<file path="config.mk">
export PLATFORM = sky130hd
export DESIGN_NAME = reg_write_arbiter
export DESIGN_NICKNAME = d
export VERILOG_FILES = /design/src/rtl/regwb_pkg.sv /design/src/rtl/wb_fifo.sv /design/src/rtl/reg_write_arbiter.sv
export SDC_FILE = /design/constraint.sdc
export NUM_CORES = 1
export LEC_CHECK = 0
export CAP_MARGIN = 10
export CORE_MARGIN = 2
export CORE_UTILIZATION = 41
export DETAILED_ROUTE_END_ITERATION = 6
export REMOVE_ABC_BUFFERS = 1
export SLEW_MARGIN = 20
export SYNTH_ARGS = -nofsm -noshare
export SYNTH_HDL_FRONTEND = slang
export SYNTH_SLANG_ARGS = --single-unit
</file>
<file path="constraint.sdc">
create_clock -name Clk -period 2.4 [get_ports Clk]
set_input_delay 0.24 -clock Clk [delete_from_list [all_inputs] [get_ports Clk]]
set_output_delay 0.24 -clock Clk [all_outputs]
set_load 0.01 [all_outputs]
</file>
<file path="src/rtl/regwb_pkg.sv">
// rtl/regwb_pkg.sv - shared types and default sizes for the register writeback arbiter
package regwb_pkg;

    localparam int DEF_W     = 8;
    localparam int DEF_D     = 4;
    localparam int DEF_DEPTH = 2;

    typedef struct packed {
        logic [DEF_D-1:0] addr;
        logic [DEF_W-1:0] data;
    } wb_req_t;

    typedef enum logic {
        SRC_ALU = 1'b0,
        SRC_LD  = 1'b1
    } wb_src_e;

endpackage

</file>
<file path="src/rtl/wb_fifo.sv">
// rtl/wb_fifo.sv - DEPTH-entry writeback queue exposing per-entry valid/addr for hazard compare
module wb_fifo
    import regwb_pkg::*;
#(
    parameter int W     = DEF_W,
    parameter int D     = DEF_D,
    parameter int DEPTH = DEF_DEPTH
) (
    input  logic               clk,
    input  logic               rst_n,
    input  logic               push_valid,
    input  logic [D-1:0]       push_addr,
    input  logic [W-1:0]       push_data,
    output logic               push_ready,
    input  logic               pop,
    output logic               empty,
    output logic [D-1:0]       head_addr,
    output logic [W-1:0]       head_data,
    output logic [DEPTH-1:0]   entry_valid,
    output logic [DEPTH*D-1:0] entry_addr
);

    localparam int PW = $clog2(DEPTH);

    logic [PW:0]  wr_ptr;
    logic [PW:0]  rd_ptr;
    logic [PW:0]  count;
    logic         full;
    logic         push;
    logic [D-1:0] addr_mem [DEPTH];
    logic [W-1:0] data_mem [DEPTH];

    // extra MSB on the pointers separates full from empty when the index bits match
    assign count      = wr_ptr - rd_ptr;
    assign empty      = (wr_ptr == rd_ptr);
    assign full       = (wr_ptr[PW] != rd_ptr[PW]) && (wr_ptr[PW-1:0] == rd_ptr[PW-1:0]);
    assign push_ready = !full;
    assign push       = push_valid && !full;
    assign head_addr  = addr_mem[rd_ptr[PW-1:0]];
    assign head_data  = data_mem[rd_ptr[PW-1:0]];

    always_ff @(posedge clk or negedge rst_n) begin
        if (!rst_n) begin
            wr_ptr <= '0;
            rd_ptr <= '0;
        end else begin
            if (push) begin
                wr_ptr <= wr_ptr + 1'b1;
            end
            if (pop && !empty) begin
                rd_ptr <= rd_ptr + 1'b1;
            end
        end
    end

    always_ff @(posedge clk) begin
        if (push) begin
            addr_mem[wr_ptr[PW-1:0]] <= push_addr;
            data_mem[wr_ptr[PW-1:0]] <= push_data;
        end
    end

    for (genvar i = 0; i < DEPTH; i++) begin : g_entry
        logic [PW-1:0] offset;
        assign offset            = PW'(i) - rd_ptr[PW-1:0];
        assign entry_valid[i]    = ({1'b0, offset} < count);
        assign entry_addr[i*D +: D] = addr_mem[i];
    end

endmodule

</file>
<file path="src/rtl/reg_write_arbiter.sv">
// rtl/reg_write_arbiter.sv - round-robin ALU/load writeback arbiter for the register file write port
// Optional WB_FWD_EN adds in-flight forwarding outputs and drops the in-flight term from Hazard*.
module reg_write_arbiter
    import regwb_pkg::*;
#(
    parameter int W     = DEF_W,
    parameter int D     = DEF_D,
    parameter int DEPTH = DEF_DEPTH
) (
    input  logic         Clk,
    input  logic         ResetN,
    input  logic         AluValid,
    input  logic [D-1:0] AluAddr,
    input  logic [W-1:0] AluData,
    output logic         AluReady,
    input  logic         LdValid,
    input  logic [D-1:0] LdAddr,
    input  logic [W-1:0] LdData,
    output logic         LdReady,
    output logic         RfWriteEn,
    output logic [D-1:0] RfWaddr,
    output logic [W-1:0] RfDataIn,
`ifdef WB_FWD_EN
    output logic         FwdValidA,
    output logic         FwdValidB,
    output logic [W-1:0] FwdDataA,
    output logic [W-1:0] FwdDataB,
`endif
    input  logic [D-1:0] RaddrA,
    input  logic [D-1:0] RaddrB,
    output logic         HazardA,
    output logic         HazardB
);

    logic               alu_empty, ld_empty;
    logic [D-1:0]       alu_head_addr, ld_head_addr;
    logic [W-1:0]       alu_head_data, ld_head_data;
    logic [DEPTH-1:0]   alu_entry_valid, ld_entry_valid;
    logic [DEPTH*D-1:0] alu_entry_addr, ld_entry_addr;
    logic               grant_alu, grant_ld;
    wb_src_e            last_grant, next_grant;
    logic               queued_a, queued_b, inflight_a, inflight_b;

    wb_fifo #(.W(W), .D(D), .DEPTH(DEPTH)) u_alu_q (
        .clk(Clk), .rst_n(ResetN),
        .push_valid(AluValid), .push_addr(AluAddr), .push_data(AluData), .push_ready(AluReady),
        .pop(grant_alu), .empty(alu_empty), .head_addr(alu_head_addr), .head_data(alu_head_data),
        .entry_valid(alu_entry_valid), .entry_addr(alu_entry_addr)
    );

    wb_fifo #(.W(W), .D(D), .DEPTH(DEPTH)) u_ld_q (
        .clk(Clk), .rst_n(ResetN),
        .push_valid(LdValid), .push_addr(LdAddr), .push_data(LdData), .push_ready(LdReady),
        .pop(grant_ld), .empty(ld_empty), .head_addr(ld_head_addr), .head_data(ld_head_data),
        .entry_valid(ld_entry_valid), .entry_addr(ld_entry_addr)
    );

    always_ff @(posedge Clk or negedge ResetN) begin
        if (!ResetN) begin
            last_grant <= SRC_LD;
        end else begin
            last_grant <= next_grant;
        end
    end

    always_comb begin
        grant_alu  = 1'b0;
        grant_ld   = 1'b0;
        next_grant = last_grant;
        if (!alu_empty && !ld_empty) begin
            if (last_grant == SRC_LD) grant_alu = 1'b1;
            else                      grant_ld  = 1'b1;
        end else if (!alu_empty) begin
            grant_alu = 1'b1;
        end else if (!ld_empty) begin
            grant_ld = 1'b1;
        end
        if (grant_alu) next_grant = SRC_ALU;
        if (grant_ld)  next_grant = SRC_LD;
    end

    // address/data hold their last value on idle cycles; only the enable drops
    always_ff @(posedge Clk or negedge ResetN) begin
        if (!ResetN) begin
            RfWriteEn <= 1'b0;
            RfWaddr   <= '0;
            RfDataIn  <= '0;
        end else begin
            RfWriteEn <= grant_alu || grant_ld;
            if (grant_alu) begin
                RfWaddr  <= alu_head_addr;
                RfDataIn <= alu_head_data;
            end else if (grant_ld) begin
                RfWaddr  <= ld_head_addr;
                RfDataIn <= ld_head_data;
            end
        end
    end

    always_comb begin
        queued_a = 1'b0;
        queued_b = 1'b0;
        for (int i = 0; i < DEPTH; i++) begin
            if (alu_entry_valid[i] && alu_entry_addr[i*D +: D] == RaddrA) queued_a = 1'b1;
            if (ld_entry_valid[i]  && ld_entry_addr[i*D +: D]  == RaddrA) queued_a = 1'b1;
            if (alu_entry_valid[i] && alu_entry_addr[i*D +: D] == RaddrB) queued_b = 1'b1;
            if (ld_entry_valid[i]  && ld_entry_addr[i*D +: D]  == RaddrB) queued_b = 1'b1;
        end
    end

    assign inflight_a = RfWriteEn && (RfWaddr == RaddrA);
    assign inflight_b = RfWriteEn && (RfWaddr == RaddrB);

`ifdef WB_FWD_EN
    assign FwdValidA = inflight_a;
    assign FwdValidB = inflight_b;
    assign FwdDataA  = RfDataIn;
    assign FwdDataB  = RfDataIn;
    assign HazardA   = queued_a;
    assign HazardB   = queued_b;
`else
    assign HazardA   = queued_a || inflight_a;
    assign HazardB   = queued_b || inflight_b;
`endif

endmodule

</file>
# Yosys cells after proc, flatten, opt, wreduce, memory -nomap -nowiden
# Memory sizes are Yosys's and may differ from the RTL's.
# Index checks and enable logic that the tools add are counted.
# word_totals
ramBits	48
rom_bits	0
latch_bits	0
reg_bits	22
memories	4
output_inout_bits	17
# classes
mux	25
bitwise_logic	0
shift	0
n_lt_le_gt_ge	4
mul	0
n_addsub	10
reduce_logical	25
eq_ne	16
n_div	0
# memory_table
memory	words	width	rd	rd_clocked_by_memory_dff	write_ports	line	text
u_alu_q.data_mem	2	8	1	0	1	wb_fifo.sv:31	logic [W-1:0] data_mem [DEPTH];
u_ld_q.data_mem	2	8	1	0	1	wb_fifo.sv:31	
u_alu_q.addr_mem	2	4	3	0	1	wb_fifo.sv:30	logic [D-1:0] addr_mem [DEPTH];
u_ld_q.addr_mem	2	4	3	0	1	wb_fifo.sv:30	
# op_table
operator	n
$eq 4x4->1	10
$mux 1	21
$logic_and 1x1->1	17
$mux 8	2
$add 2x1->2 const B	4
$lt 1x2->1	4
$mux 4	2
$eq 2x2->1	2
$logic_not 1->1	4
$sub 1x1->1 const A	4
$sub 2x2->2	2
$logic_or 1x1->1	3
$eq 1x1->1	2
$ne 1x1->1	2
$reduce_bool 2->1	1

# Logic depth before layout (Yosys ltp)
# Gate-level depths: netlist of run 1.
# logic_depth
depth_word	8
mapped_depth	8

# Cells and area by module
# From an unflattened synthesis of run 1, not the netlist that was laid out.
# unflattened
hier_cells	273
area_unflattened_um2	3574.7
# modules_own_cells
module	cells_each	area_each_um2	instances	seq_area_each_um2
wb_fifo	70	1154.9	2	820.8
reg_write_arbiter	133	1265.0	1	351.6

# Worst setup path before layout of run 1
# Ideal clock, no wire load.
# synth_timing
kind	flip-flop to flip-flop
from	register u_alu_q.rd_ptr[0]
to	memory u_alu_q.addr_mem[1][0] in the netlist's numbering, enable pin
required_time_ns	2.017
period_less_slack_ns	2.264
stages_incl_launch_ff	7
arrival_ns	1.881
path_slack_ns	0.136
cell_sequence	dfrtp_1 buf_2 inv_1 ha_1 nand2b_1 nand2_1 nor2_1
# synth_between
elab_chain_cells	6
# synth_lines
element	line	text
start, declared	wb_fifo.sv:26	logic [PW:0] rd_ptr;
start signal, assigned	wb_fifo.sv:51	rd_ptr <= rd_ptr + 1'b1;
$eq 1x1->1	wb_fifo.sv:36	assign full = (wr_ptr[PW] != rd_ptr[PW]) && (wr_ptr[PW-1:0] == rd_ptr[PW-1:0]);
$logic_and 1x1->1	wb_fifo.sv:36	
$logic_not 1->1	--	
net AluReady	reg_write_arbiter.sv:15	output logic AluReady,
$logic_and 1x1->1	wb_fifo.sv:38	assign push = push_valid && !full;
$mux 1	wb_fifo.sv:57	if (push) begin
$mux 1 (implied by the code)	wb_fifo.sv:58	addr_mem[wr_ptr[PW-1:0]] <= push_addr;
end, declared	wb_fifo.sv:30	
# The timed path passes the listed nets, and every way through them passes these cells.

# Final worst setup path of run 1
# layout_timing
from	register u_alu_q.wr_ptr[0]
to	output port HazardA
# layout_between
elab_chain_cells	8
# layout_lines
element	line	text
start, declared	wb_fifo.sv:25	logic [PW:0] wr_ptr;
start signal, assigned	wb_fifo.sv:48	wr_ptr <= wr_ptr + 1'b1;
$sub 2x2->2 *	wb_fifo.sv:34	assign count = wr_ptr - rd_ptr;
$lt 1x2->1	wb_fifo.sv:66	assign entry_valid[i] = ({1'b0, offset} < count);
$logic_and 1x1->1	reg_write_arbiter.sv:104	if (alu_entry_valid[i] && alu_entry_addr[i*D +: D] == RaddrA) queued_a = 1'b1;
$mux 1	reg_write_arbiter.sv:104	
$mux 1	reg_write_arbiter.sv:105	if (ld_entry_valid[i] && ld_entry_addr[i*D +: D] == RaddrA) queued_a = 1'b1;
$mux 1 *	reg_write_arbiter.sv:104	
$mux 1 *	reg_write_arbiter.sv:105	
$logic_or 1x1->1 *	reg_write_arbiter.sv:122	assign HazardA = queued_a || inflight_a;
end, declared	reg_write_arbiter.sv:31	output logic HazardA,
# Mark *: on every way between the ends. The rest lies on a longest branch, timed or not.

==> results of run 1 <==
[what timing repair did]
action / CTS / global route
buffers inserted: 3 / 1
endpoints found under the setup margin: 2 / 2
hold buffers: 0 / 0
pin swaps: 1 / 4
gates resized for setup: 7 / 3
[layer usage]
layer | vias up | wire length [um]
met2 | 57 | 3427
met3 | 12 | 295
met4 | 0 | 106
met1 | 1037 | 2984
li1 | 1070 | -
met5 | - | 0
[cell usage in the layout (no fill, tap or decap), drive strengths merged, types with 4 or more instances in the layout]
master	n
clkdlybuf4s50	50
nor3	9
mux2i	12
edfxtp	48
inv	6
o21ai	17
o22ai	12
ha	6
buf	14
clkinv	4
a21oi	14
nor2	7
nand2	20
nor4	4
nand3	4
mux2	12
clkbuf	10
xor2	25
xnor2	24
dfrtp	21
[metrics by stage]
step | instance area, um^2 | power [mW] | hold WS, ps | setup TNS [ps] | cells
floorplan | 3281 | 3.983 | -55.59 | -638.6 | 250
global placement | 4008 | 5.027 | 505.2 | 0 | 417
detailed placement | 4008 | 5.077 | 509.2 | 0 | 417
CTS | 4234 | 6.096 | 242.1 | -128.4 | 436
global route | 4257 | 6.581 | 256.3 | -0.2516 | 437
finish | 4257 | 6.089 | 250.6 | 0 | 437
[kinds of logic (layout without fill, tap and decap cells)]
kind of cell             count (synthesis)  in the layout  synth area share
flip-flops                              70             70            0.5883
XOR/XNOR                                49             49            0.1311
AND/OR/NAND/NOR                         48             48           0.06499
AO/OA/AOI/OAI                           47             47           0.07977
multiplexers                            24             24           0.07533
buffers and inverters                   23             88           0.03840
adder cells (fa/ha/maj)                  6              6           0.02216
[power by group]
part / total, mW / internal [mW] / switching [mW]
logic: 3.01 / 1.43 / 1.58
registers: 2.15 / 1.82 / 0.330
clock network: 0.933 / 0.504 / 0.429
total: 6.09 / 3.75 / 2.34
[sequential cells by signal, indices dropped and copies added (netlist names)]
register	count
u_alu_q.data_mem	16
u_ld_q.data_mem	16
RfDataIn	8
u_alu_q.addr_mem	8
u_ld_q.addr_mem	8
RfWaddr	4
u_alu_q.rd_ptr	2
u_alu_q.wr_ptr	2
u_ld_q.rd_ptr	2
u_ld_q.wr_ptr	2
RfWriteEn	1
last_grant	1
[layout make-up]
class	count	area (um^2)	share of cell area
clock buffers	10	137.6	0.03233
clock inverters	6	61.31	0.01440
inverters	6	22.52	0.005291
multi-input cells	174	1284	0.3016
flip-flops and latches	70	1993	0.4683
well taps	105	131.4	0.03086
repair buffers	66	626.9	0.1473
[worst min path at each step]
stage | from | end | slack [ps] | depth (start not counted)
after global routing | ResetN | RfDataIn[6]$_DFFE_PN0P_ | 260 | 2
after CTS | ResetN | u_ld_q.rd_ptr[1]$_DFFE_PN0P_ | 240 | 2
final | ResetN | RfDataIn[6]$_DFFE_PN0P_ | 250 | 2
after global placement | u_alu_q.rd_ptr[1]$_DFFE_PN0P_ | u_alu_q.rd_ptr[1]$_DFFE_PN0P_ | 510 | 1
after detailed placement | u_alu_q.rd_ptr[1]$_DFFE_PN0P_ | u_alu_q.rd_ptr[1]$_DFFE_PN0P_ | 510 | 1
after floorplan | ResetN | RfDataIn[0]$_DFFE_PN0P_ | -60 | 0
==> flow_summary.json, run 1 <==
{
  "fin_crit_ps": 2266,
  "grt.overflow.total": 0,
  "clock-root-buffer": "clkbuf_8",
  "grt_use_met2": 0.2778,
  "critPathRequiredTime_ps": 2160,
  "grt_pass1_vias": 2226,
  "worst_pin_slew_ps": 423.1,
  "drc": 0,
  "dp_slack_ps": 2.855,
  "synth_common_cells": "48 x edfxtp_1, 25 x xor2_1, 22 x xnor2_1, 21 x dfrtp_1, 20 x nand2_1",
  "r2r_end": "u_ld_q.data_mem[1][0]$_DFFE_PP_",
  "setup_violations": 0,
  "path_cells": "inv_1 > ha_1 > inv_1 > ha_1 > o21ai_1 > nor4_1 > nor3_1 > nand2_1 > dlygate4sd2_1",
  "cp.arrival_ps": 2030,
  "cts_tree": "built",
  "postRouteAntennaNets": 0,
  "routed_wl_um": 6814,
  "critPathKind": "register to output port",
  "fin_util": 0.5260,
  "crit_end": "HazardA",
  "grt.busiest_layer": "met2",
  "core_region_area_um2": 8093,
  "crit_family": "adder cells",
  "rows": 33,
  "gp_congestion": 0.8087,
  "ys_warn_count": 0,
  "path_clk_slew_ps": 70,
  "synth_ff_type": "edfxtp_1",
  "r2r_start": "u_ld_q.rd_ptr[0]$_DFFE_PN0P_",
  "cts.path.max_buffers": 2,
  "cts.sinks": 70,
  "die_height_um": 94.91,
  "hp-class": "input port to asynchronous set/reset pin",
  "n_fill_cell": 755,
  "num-nets-final": 369,
  "maxSlewHeadroom": 0.7169,
  "grt_use_met1": 0.2083,
  "io_pins": 53,
  "post_drt_via_cell_ratio": 4.979,
  "path_buf_inv": 3,
  "diodes": 0,
  "synth_top_cell_by_area": "edfxtp_1",
  "start_util": 0.4187,
  "ys_seq_area_frac": 0.5883,
  "critPathLaunch": "u_alu_q.wr_ptr[0]$_DFFE_PN0N_",
  "setup_ws_ps": 133.6,
  "die_w_um": 94.91,
  "p_per_area_nw_per_um2": 1431,
  "vias": 2176,
  "synth_cell_type_count": 31,
  "regToRegSetupSlack_ps": 270,
  "syn_inst": 267,
  "path_max_fanout": 4,
  "synthToLayoutAreaGrowth_pct": 25.63,
  "cp-start-kind": "register",
  "syn_area_um2": 3388,
  "dr.pass1.iters": 4,
  "clock_skew_ps": 8.623,
  "final_layout_size_suffix_gt1_frac": 0.1566,
  "htree_num_levels": 3,
  "peakVddDrop_mv": 0.7405,
  "grt_use_total": 0.1661,
  "io_buffers": 52,
  "rr_worst_depth": 7,
  "drv_cap": 0,
  "final_hold_viol_count": 0,
  "ys_seq_elements": 70,
  "syn_area_per_cell_um2": 12.69,
  "fin_crit_sh": 0.9443,
  "synth_edf_count": 48,
  "synth.most_common_cell": "edfxtp_1",
  "drt-wirelength-per-cell_um": 15.59,
  "clk_latency_ps": 340,
  "drt_iter0_markers": 121,
  "synth_top_area_share": 0.4254,
  "end_kind": "output port",
  "power.leakage_nw": 1.626,
  "crit_slowest_cell": "dfrtp_1",
  "grt_pass1_wl_um": 11030,
  "cts_buffers": 9,
  "fmax_mhz": 441.2,
  "die-area_um2": 9007,
  "status": "finished clean",
  "antenna_found_initial": 0,
  "met3_usage": 0.03352,
  "hpwl_um": 4983,
  "async_flop_share": 0.3143,
  "synthTopCellsByArea": "edfxtp_1 43%, dfrtp_1 16%, xor2_1 6.5%",
  "grt_start_max_net_pins": 26,
  "cp.depth": 9,
  "slowest_delay_ps": 420,
  "final_max_slew_viol_count": 0
}
No activity file was read; power rests on OpenSTA's default activity.
==> run 2: changes to the inputs <==
--- a/config.mk
+++ b/config.mk
@@ -9,5 +9,6 @@
 export CORE_MARGIN = 2
-export CORE_UTILIZATION = 41
+export CORE_UTILIZATION = 35
 export DETAILED_ROUTE_END_ITERATION = 6
 export REMOVE_ABC_BUFFERS = 1
+export SKIP_LAST_GASP = 1
 export SLEW_MARGIN = 20
==> constraint.sdc (replaced) <==
create_clock -name Clk -period 2.4 [get_ports Clk]
set_input_delay 0.36 -clock Clk [delete_from_list [all_inputs] [get_ports Clk]]
set_output_delay 0.36 -clock Clk [all_outputs]
set_load 0.01 [all_outputs]
==> run 2 against run 1 <==
  * Die area up 16%
  * Utilization fell by 5.8 points
  * Cell count increased by 6.9%
  * Clock-buffer cell count stayed put
  * Global-route usage shrank 2.1 points
  * Highest routed layer unchanged
==> flow_summary.json, run 2 (same netlist as run 1, synthesis figures left out) <==
{
  "cts.sinks": 70,
  "r2r_start": "u_ld_q.rd_ptr[0]$_DFFE_PN0P_",
  "drc": 0,
  "gp_congestion": 0.8311,
  "power.leakage_nw": 1.645,
  "path_clk_slew_ps": 70,
  "clock-root-buffer": "clkbuf_8",
  "rr_worst_depth": 6,
  "grt_use_total": 0.1449,
  "critPathKind": "register to output port",
  "cp.arrival_ps": 1960,
  "stdcell_area_um2": 4367,
  "grt_start_max_net_pins": 26,
  "p_int_mw": 3.836,
  "p_comb_frac": 0.502,
  "path_max_fanout": 3,
  "worst_pin_slew_ps": 420.5,
  "core_region_area_um2": 9328,
  "diodes": 0,
  "cts.path.max_buffers": 2,
  "drt-wirelength-per-cell_um": 15.33,
  "regToRegSetupSlack_ps": 380,
  "fin_cells": 467,
  "grt_pass1_wl_um": 11500,
  "clk_latency_ps": 340,
  "final_hold_viol_count": 0,
  "peakVddDrop_mv": 0.7057,
  "dr.pass1.iters": 4,
  "die_height_um": 102.4,
  "antenna_found_initial": 0,
  "n_fill_cell": 865,
  "r2r_end": "u_ld_q.data_mem[1][0]$_DFFE_PP_",
  "status": "finished clean",
  "drv_cap": 0,
  "placed_cells": 447,
  "die_w_um": 102.4,
  "drt_iter0_markers": 78,
  "num-nets-final": 375,
  "clock_skew_ps": 9.052,
  "critPathRequiredTime_ps": 2040,
  "placed_area_um2": 4083,
  "postRouteAntennaNets": 0,
  "vias": 2235,
  "routed_wl_um": 7159,
  "htree_num_levels": 3,
  "grt_pass1_vias": 2348,
  "regArea_um2": 1993,
  "io_buffers": 52,
  "fmax_mhz": 431.4,
  "start_util": 0.3632,
  "post_drt_via_cell_ratio": 4.786,
  "p_sw_frac": 0.3842,
  "cts_buffers": 9,
  "grt.overflow.total": 0,
  "p_clk_frac": 0.151,
  "total_power_mw": 6.229,
  "final_cell_mix": "50 x clkdlybuf4s50_1, 48 x edfxtp_1, 25 x xor2_1",
  "die-area_um2": 10480,
  "setup_violations": 0,
  "final_max_slew_viol_count": 0,
  "fin_crit_ps": 2318,
  "end_kind": "output port",
  "seqPwrFrac": 0.347,
  "p_sw_mw": 2.393,
  "cts_tree": "built",
  "fin_crit_sh": 0.9658,
  "cp-start-kind": "register",
  "rows": 35,
  "maxSlewHeadroom": 0.7187,
  "final_common_cell": "clkdlybuf4s50_1",
  "postCtsHoldBufs": 0,
  "hpwl_um": 5197,
  "p_per_area_nw_per_um2": 1427,
  "hp-class": "input port to asynchronous set/reset pin",
  "multiInputGateArea_um2": 1324,
  "synthToLayoutAreaGrowth_pct": 28.88,
  "rsz0062_at_grt": "true",
  "critPathLaunch": "u_alu_q.wr_ptr[0]$_DFFE_PN0N_",
  "final_layout_size_suffix_gt1_frac": 0.1893,
  "io_pins": 53
}
## run 2: critical path, stage by stage (launching register included)
cell and delay, ps:
dfrtp_1 390, buf_4 140, buf_4 130, ha_1 300
nand2b_1 120, clkdlybuf4s50_1 540
## run 2: how the worst max path moves through the flow
stage | end | slack [ps] | depth (start not counted)
floorplan | u_ld_q.addr_mem[1][0]$_DFFE_PP_ | -50 | 5
global placement | HazardA | -390 | 7
detailed placement | HazardA | -330 | 7
CTS | HazardA | 4 | 9
global route | HazardA | -10 | 7
finish | AluReady | 80 | 5
## run 2: repair_timing
item                       CTS  global route
pin swaps                    5             5
resized for setup           10            10
setup buffers                3             1
setup endpoints to repair    2             2
## run 2: layout make-up
type                    instances  area share
repair buffers                 72      0.1527
clock buffers                  10     0.03152
inverters                       6    0.005158
multi-input cells             174      0.3032
clock inverters                 6     0.01404
well taps                     129     0.03696
flip-flops and latches         70      0.4564
## run 2: power by group through the flow
stage	clock network, mW	registers [mW]	logic (mW)
2_1_floorplan	0	2.21	1.77
3_3_place_gp	0	2.18	2.91
3_5_place_dp	0	2.19	2.92
4_1_cts	0.962	2.17	3.02
5_1_grt	1.01	2.22	3.49
6_report	0.942	2.16	3.13
## run 2: per-stage QoR
step / worst slack, ps / hold WS [ps] / util / setup TNS, ps
floorplan: -53.22 / 64.41 / - / -638.6
global placement: -391.4 / 506.0 / 0.4377 / -527.1
detailed placement: -327.9 / 509.2 / 0.4377 / -441.2
CTS: 3.823 / 369.3 / 0.4624 / 0
global route: -14.61 / 387.1 / 0.4681 / -14.61
finish: 82.04 / 380.8 / 0.4681 / 0
## run 2: layer usage
layer / vias to the layer above / GRT usage / wire [um]
li1: 1084 / - / -
met1: 1075 / 0.1841 / 3159
met2: 67 / 0.2470 / 3504
met3: 9 / 0.03010 / 412
met4: 0 / 0.04923 / 82
met5: - / 0 / 0
